--- config.mk ---
export PLATFORM = sky130hd
export DESIGN_NAME = vedic3bit_accum_flat
export DESIGN_NICKNAME = d
export VERILOG_FILES = /design/src/rtl/vedic3bit_accum_if.sv /design/src/rtl/vedic3bit_accum.sv /design/src/flat_wrapper.sv
export SDC_FILE = /design/constraint.sdc
export NUM_CORES = 1
export LEC_CHECK = 0
export CAP_MARGIN = 15
export CORE_MARGIN = 1.5
export CORE_UTILIZATION = 50
export CTS_BUF_LIST = sky130_fd_sc_hd__clkbuf_4
export CTS_CLUSTER_SIZE = 30
export DETAILED_ROUTE_END_ITERATION = 7
export PLACE_DENSITY = 0.77
export SYNTH_ARGS = -nofsm -noshare
export SYNTH_HDL_FRONTEND = slang
export SYNTH_SLANG_ARGS = --single-unit
--- constraint.sdc ---
create_clock -name clk -period 2.35 [get_ports clk]
set_clock_uncertainty 0.15 [all_clocks]
set_input_delay 0.3525 -clock clk [delete_from_list [all_inputs] [get_ports clk]]
set_output_delay 0.3525 -clock clk [all_outputs]
set_load 0.01 [all_outputs]
--- src/rtl/vedic3bit_accum_if.sv ---
// Stream interface between the 3-bit Vedic multiplier, the product accumulator
// and the consumer of group sums.
interface vedic3bit_accum_if #(
  parameter int ACC_W = 8
);
  // Both sides use strict valid/ready. A transfer happens on a rising edge where
  // valid and ready are both high. Once valid is raised, the producer holds its
  // payload (mul/in_last or result/terms/ovf) stable until the transfer. The
  // accumulator's ready depends only on its state and never on valid.
  logic             in_valid;
  logic             in_ready;
  logic [5:0]       mul;
  logic             in_last;
  logic             out_valid;
  logic             out_ready;
  logic [ACC_W-1:0] result;
  logic [3:0]       terms;
  logic             ovf;

  modport master (
    output in_valid, mul, in_last, out_ready,
    input  in_ready, out_valid, result, terms, ovf
  );

  modport slave (
    input  in_valid, mul, in_last, out_ready,
    output in_ready, out_valid, result, terms, ovf
  );
endinterface

--- src/rtl/vedic3bit_accum.sv ---
// Sums groups of up to N_TERMS 6-bit products into an ACC_W-bit dot-product
// result. The result is held on a valid/ready output until it is consumed.
module vedic3bit_accum #(
  parameter int N_TERMS = 4,
  parameter int ACC_W   = 8
) (
  input  logic                 clk,
  input  logic                 rst,
  input  logic                 clr,
  vedic3bit_accum_if.slave     bus,
  output logic [0:0]           state_dbg
);

  localparam logic [0:0] ST_ACC  = 1'b0;
  localparam logic [0:0] ST_DONE = 1'b1;

  logic [0:0]       state;
  logic [ACC_W-1:0] acc;
  logic [3:0]       cnt;
  logic             ovf_int;
  logic             accept;
  logic             close;
  logic [ACC_W:0]   sum;

  assign bus.in_ready = (state == ST_ACC);
  assign accept       = bus.in_valid & bus.in_ready;
  // The extra top bit of sum is the carry-out that feeds the sticky overflow.
  assign sum          = {1'b0, acc} + {{(ACC_W-5){1'b0}}, bus.mul};
  assign close        = (cnt == 4'(N_TERMS - 1)) | bus.in_last;
  assign state_dbg    = state;

  always_ff @(posedge clk or posedge rst) begin
    if (rst) begin
      state         <= ST_ACC;
      acc           <= '0;
      cnt           <= '0;
      ovf_int       <= 1'b0;
      bus.out_valid <= 1'b0;
      bus.result    <= '0;
      bus.terms     <= '0;
      bus.ovf       <= 1'b0;
    end else if (clr) begin
      // Abort wins over any same-cycle accept or output handshake; the last
      // delivered result/terms/ovf stay visible.
      state         <= ST_ACC;
      acc           <= '0;
      cnt           <= '0;
      ovf_int       <= 1'b0;
      bus.out_valid <= 1'b0;
    end else begin
      case (state)
        ST_ACC: begin
          if (accept) begin
            if (close) begin
              bus.result    <= sum[ACC_W-1:0];
              bus.terms     <= cnt + 4'd1;
              bus.ovf       <= ovf_int | sum[ACC_W];
              bus.out_valid <= 1'b1;
              acc           <= '0;
              cnt           <= '0;
              ovf_int       <= 1'b0;
              state         <= ST_DONE;
            end else begin
              acc     <= sum[ACC_W-1:0];
              ovf_int <= ovf_int | sum[ACC_W];
              cnt     <= cnt + 4'd1;
            end
          end
        end
        ST_DONE: begin
          if (bus.out_ready) begin
            bus.out_valid <= 1'b0;
            state         <= ST_ACC;
          end
        end
        default: state <= ST_ACC;
      endcase
    end
  end

endmodule

--- src/flat_wrapper.sv ---
// flat-port wrapper written by rule: the top's interface ports become plain ports
module vedic3bit_accum_flat 
#(
  parameter int N_TERMS = 4,
  parameter int ACC_W   = 8
)
  (clk, rst, clr, state_dbg, bus_in_valid, bus_mul, bus_in_last, bus_out_ready, bus_in_ready, bus_out_valid, bus_result, bus_terms, bus_ovf);
  vedic3bit_accum_if #(.ACC_W(ACC_W)) bus_i ();
  input  logic clk;
  input  logic rst;
  input  logic clr;
  output logic [0:0] state_dbg;
  input wire logic [$bits(bus_i.in_valid)-1:0] bus_in_valid;
  input wire logic [$bits(bus_i.mul)-1:0] bus_mul;
  input wire logic [$bits(bus_i.in_last)-1:0] bus_in_last;
  input wire logic [$bits(bus_i.out_ready)-1:0] bus_out_ready;
  output wire logic [$bits(bus_i.in_ready)-1:0] bus_in_ready;
  output wire logic [$bits(bus_i.out_valid)-1:0] bus_out_valid;
  output wire logic [$bits(bus_i.result)-1:0] bus_result;
  output wire logic [$bits(bus_i.terms)-1:0] bus_terms;
  output wire logic [$bits(bus_i.ovf)-1:0] bus_ovf;
  assign bus_i.in_valid = bus_in_valid;
  assign bus_i.mul = bus_mul;
  assign bus_i.in_last = bus_in_last;
  assign bus_i.out_ready = bus_out_ready;
  assign bus_in_ready = bus_i.in_ready;
  assign bus_out_valid = bus_i.out_valid;
  assign bus_result = bus_i.result;
  assign bus_terms = bus_i.terms;
  assign bus_ovf = bus_i.ovf;
  vedic3bit_accum #(.N_TERMS(N_TERMS), .ACC_W(ACC_W)) u_core (.clk(clk), .rst(rst), .clr(clr), .bus(bus_i), .state_dbg(state_dbg));
endmodule
# [After elaboration in Yosys (flattened, before gate mapping)]
# Index checks and enable logic that the tools add are counted.
# Widths: inputs -> output; s select.
[word_totals] input_bits=12 elab_cells=46 regBits=28 out_inout_bits=16
[classes] n_addsub=2 bitwise_logic=5 mux=22 reduce_logical=4 n_eq_ne=5
[ops] op="$mux 8" count=4
[ops] op="$mux 4" count=4
[ops] op="$mux 1" count=12
[ops] op="$add 8x6->9" count=1
[ops] op="$ne 3x3->1 const B" count=3
[ops] op="$add 4x1->4 const B" count=1
[ops] op="$eq 4x2->1 const B" count=1
[ops] op="$pmux 1 s2" count=2
[ops] op="$reduce_and 4->1" count=1
[ops] op="$reduce_and 3->1" count=1
[ops] op="$ne 2x2->1 const B" count=1
[ops] op="$not 1->1" count=2
[ops] op="$or 1x1->1" count=2
[ops] op="$reduce_and 2->1" count=1
[ops] op="$reduce_bool 2->1" count=1
[ops] op="$and 1x1->1" count=1

# [Depth between registers and ports, before layout]
[depth] word_depth=6 depth_mapped=6 mapped_depth_nobuf=6

# [Least setup slack after synthesis]
# Ideal clock, no wire load.
[synth_timing] kind="register to register" from="register u_core.cnt[0]" to="register u_core.acc[7]" setup_ps=83 path_buffers=0 path_stages_with_launch=6 path_slack_ps=333 period_less_slack_ps=2017 t_required_ps=2117 t_arrival_ps=1785 cell_sequence="dfrtp_1 -> ha_1 -> nor3b_2 -> or3_4 -> or4_1 -> o21ai_0"
[synth_via] elab_chain_cells=6
[synth_lines] item="from (decl)" line="vedic3bit_accum.sv:19" rtl="logic [3:0] cnt;"
[synth_lines] item="from (signal assigned)" line="vedic3bit_accum.sv:66" rtl="cnt <= cnt + 4'd1;"
[synth_lines] item="$eq 4x2->1" line="vedic3bit_accum.sv:29" rtl="assign close = (cnt == 4'(N_TERMS - 1)) | bus.in_last;"
[synth_lines] item="$or 1x1->1" line="vedic3bit_accum.sv:29"
[synth_lines] item="$mux 8" line="vedic3bit_accum.sv:54" rtl="if (close) begin"
[synth_lines] item="$mux 8" line="vedic3bit_accum.sv:53" rtl="if (accept) begin"
[synth_lines] item="$mux 8" line="vedic3bit_accum.sv:51" rtl="case (state)"
[synth_lines] item="$mux 8" line="vedic3bit_accum.sv:42" rtl="end else if (clr) begin"
[synth_lines] item="to (signal assigned)" line="vedic3bit_accum.sv:64" rtl="acc <= sum[ACC_W-1:0];"
[synth_lines] item="to (decl)" line="vedic3bit_accum.sv:18" rtl="logic [ACC_W-1:0] acc;"
# No other way between the ends. The select of a mux whose other input is x is not followed.
# A chain may end at the register's enable or synchronous reset.

# [Worst setup path after layout]
[layout_timing] from="input port bus_mul[0]" to="register u_core.bus.result[6]"
[layout_via] elab_chain_cells=1
[layout_lines] item="from (decl)" line="flat_wrapper.sv:14" rtl="input wire logic [$bits(bus_i.mul)-1:0] bus_mul;"
[layout_lines] item="$add 8x6->9" line="vedic3bit_accum.sv:28" rtl="assign sum = {1'b0, acc} + {{(ACC_W-5){1'b0}}, bus.mul};"
[layout_lines] item="to (signal assigned)" line="vedic3bit_accum.sv:55" rtl="bus.result <= sum[ACC_W-1:0];"
[layout_lines] item="to (decl)" line="vedic3bit_accum_if.sv:27" rtl="output in_ready, out_valid, result, terms, ovf"
# No other way between the ends.

==> impl_metrics.json <==
{
  "finalPower_mw": 1.16,
  "hpwl_mm": 2.37,
  "synthCells": 138,
  "diodes": 0,
  "io_buffers": 27,
  "grt_max_degree": 29,
  "ys_ff_latch": 28,
  "endpoint_kind": "register",
  "ant_nets": 0,
  "die_h_um": 57.0,
  "hp-class": "input pin to asynchronous set/reset pin",
  "drv_cap": 0,
  "start_util_pct": 52.9,
  "combPwrFrac_pct": 31.8,
  "p_per_area_nw_per_um2": 606,
  "cts_buffer_depth": 2,
  "reg2reg_slack_ps": 160,
  "status": "finished clean",
  "final_util_pct": 69.5,
  "cts_tree": "yes",
  "p_leak_nw": 0.867,
  "drive_gt1_share_pct": 19.1,
  "synth_area_leader_cell": "dfrtp_1",
  "clkTransAtPathRegs_ps": 150,
  "drc": 0,
  "cell_internal_pwr_mw": 0.819,
  "pin_count": 28,
  "worst_skew_pair.late_latency_ps": 320,
  "path_class": "input pin to register",
  "fin_crit_ps": 2240,
  "hold_buffers": 0,
  "wirelength_mm": 3.08,
  "pwr-share-seq_pct": 51.1,
  "dr.first_iter.drc_count": 20,
  "synth.top_cell.area_share_pct": 48.0,
  "final-setup-viol-count": 0,
  "cts_setup_buffers": 0,
  "h-tree-depth": 1,
  "timing.rr.end": "u_core.bus.result[6]$_DFFE_PP0P_",
  "netlist_area_um2": 1460,
  "grt-ovfl-total": 0,
  "worst_pin_slew_ps": 530,
  "synth_ff_type": "dfrtp_1",
  "nets": 204,
  "ys_warn_count": 0,
  "die_area_um2": 3250,
  "gp_congestion": 0.780,
  "place_ws_ps": -198,
  "avgSynthCellArea_um2": 10.6,
  "placed_area_um2": 1890,
  "routedWlPerCell_um": 14.4,
  "vias_per_cell": 5.71,
  "cts_sinks": 28,
  "cts_inserted_buffers": 3,
  "p_sw_share_pct": 29.6,
  "async_flop_share_pct": 100,
  "path_max_fanout": 5,
  "reg2reg_depth": 6,
  "ir_drop_uv": 428,
  "core_area_um2": 2760,
  "netlist_top_cells_area": "dfrtp_1 48%, ha_1 6.0%, o21ai_0 5.8%",
  "cp.required_ps": 2440,
  "crit_end": "u_core.bus.result[6]$_DFFE_PP0P_",
  "ys_seq_area_share_pct": 48.0,
  "dr.pass1.iters": 4,
  "syn_nets": 158,
  "cts-root-buf": "clkbuf_4",
  "rsz0062_at_grt": "false",
  "pwr-share-clk_pct": 17.1,
  "rr_startpoint": "u_core.acc[0]$_DFFE_PP0P_",
  "vias": 1223,
  "antenna_found_initial": 0,
  "slew_headroom_pct": 64.6,
  "grt_pass1_vias": 1225,
  "grt_use_total_pct": 20.8,
  "grt_pass1_wl_mm": 5.38,
  "fin_ws_ps": 114,
  "netSwitchingPower_mw": 0.344,
  "synth_commonest_cells": "28 x dfrtp_1, 17 x o21ai_0, 9 x nand2_1",
  "cp.arrival_ps": 2330,
  "synthDistinctLibCells": 38,
  "crit_path_start_kind": "input pin",
  "die_w_um": 57.0,
  "slew_violations": 0,
  "synth_edf_count": 0,
  "crit_path_start": "bus_mul[0]",
  "areaGrowthSynthToFinish_pct": 31.3,
  "design_area_um2": 1920,
  "synth.most_common_cell": "dfrtp_1",
  "final_hold_viol_count": 0,
  "fmax_mhz": 447,
  "period_share_pct": 95.1,
  "fin_tns_setup_ps": 0,
  "rows": 19
}
-- cell families (layout without fill, tap and decap cells) --
logic type | after synthesis | in the layout | synth area share [%]
AOI/OAI and AO/OA | 46 | 46 | 20.9
xor gates and xnor gates | 4 | 4 | 2.40
adders and majority gates | 8 | 8 | 7.37
buffers and inverters | 7 | 52 | 1.80
DFF | 28 | 28 | 48.0
muxes | 5 | 5 | 3.86
and+or+nand+nor | 40 | 40 | 15.7
-- routing by layer --
layer | share of wire (%) | track usage (%)
met5 | 0 | 0
met4 | 0.94 | 6.31
met3 | 3.0 | 2.04
met2 | 48 | 35.5
met1 | 48 | 28.3
-- cells in the final DEF (no fill, tap or decap), types with 2 or more instances in the layout --
| cell | instances |
|---|---|
| clkbuf_4 | 3 |
| nand2_1 | 9 |
| a22o_1 | 5 |
| or4_1 | 2 |
| xnor2_1 | 4 |
| or2_2 | 2 |
| a211oi_1 | 2 |
| a21o_1 | 2 |
| nor3_1 | 3 |
| o31ai_1 | 3 |
| o41ai_1 | 3 |
| mux2_2 | 5 |
| a2bb2oi_1 | 2 |
| nor2_1 | 8 |
| dfrtp_1 | 28 |
| inv_1 | 4 |
| clkdlybuf4s50_1 | 27 |
| nand3_1 | 2 |
| a21oi_1 | 6 |
| ha_1 | 7 |
| o21a_1 | 2 |
| nor2b_1 | 2 |
| o21ai_0 | 17 |
| buf_4 | 17 |
| nand2b_1 | 2 |
-- cell type report --
cell class	instances	area (um^2)
Timing Repair Buffer	44	398
Sequential cell	28	701
Inverter	4	15.0
Multi-Input combinational cell	103	738
Clock buffer	3	22.5
Fill cell	229	841
Clock inverter	1	3.75
Tap cell	31	38.8
-- registers in the layout, indices dropped and copies added (netlist names) --
register              flops
u_core.acc                8
u_core.bus.result         8
u_core.bus.terms          4
u_core.cnt                4
u_core.bus.out_valid      1
u_core.bus.ovf            1
u_core.ovf_int            1
u_core.state_dbg          1
-- power by group through the flow --
stage / clock network, mW / logic, mW / registers, mW
2_1_floorplan: 0 / 0.157 / 0.623
3_3_place_gp: 0 / 0.360 / 0.599
3_5_place_dp: 0 / 0.367 / 0.605
4_1_cts: 0.210 / 0.370 / 0.595
5_1_grt: 0.226 / 0.407 / 0.604
6_report: 0.199 / 0.369 / 0.594
-- worst min path at each step --
stage | from | end | slack, ps | cells after the start
2_1_floorplan | rst | u_core.acc[0]$_DFFE_PP0P_ | 270 | 1
3_3_place_gp | u_core.bus.terms[0]$_DFFE_PP0P_ | u_core.bus.terms[0]$_DFFE_PP0P_ | 310 | 2
3_5_place_dp | u_core.bus.terms[0]$_DFFE_PP0P_ | u_core.bus.terms[0]$_DFFE_PP0P_ | 320 | 2
4_1_cts | rst | u_core.bus.result[0]$_DFFE_PP0P_ | 240 | 3
5_1_grt | rst | u_core.bus.terms[1]$_DFFE_PP0P_ | 290 | 3
6_report | rst | u_core.acc[0]$_DFFE_PP0P_ | 240 | 3
-- stage by stage --
stage | std cells | hold WS [ps]
floorplan | 138 | 266
global placement | 210 | 309
detailed placement | 210 | 317
CTS | 214 | 241
global route | 214 | 292
finish | 214 | 235
-- critical path, stage by stage --
cell             delay, ps
clkdlybuf4s50_1        410
ha_1                   230
fa_1                   430
a211oi_1               250
o21ai_0                240
and3_1                 240
o31ai_1                180
-- timing repair --
action | CTS | global route
gates resized for setup | 0 | 1
endpoints found under the setup margin | 0 | 2
hold endpoints to repair | 0 | 0
Power figures use the tool's default switching activity.
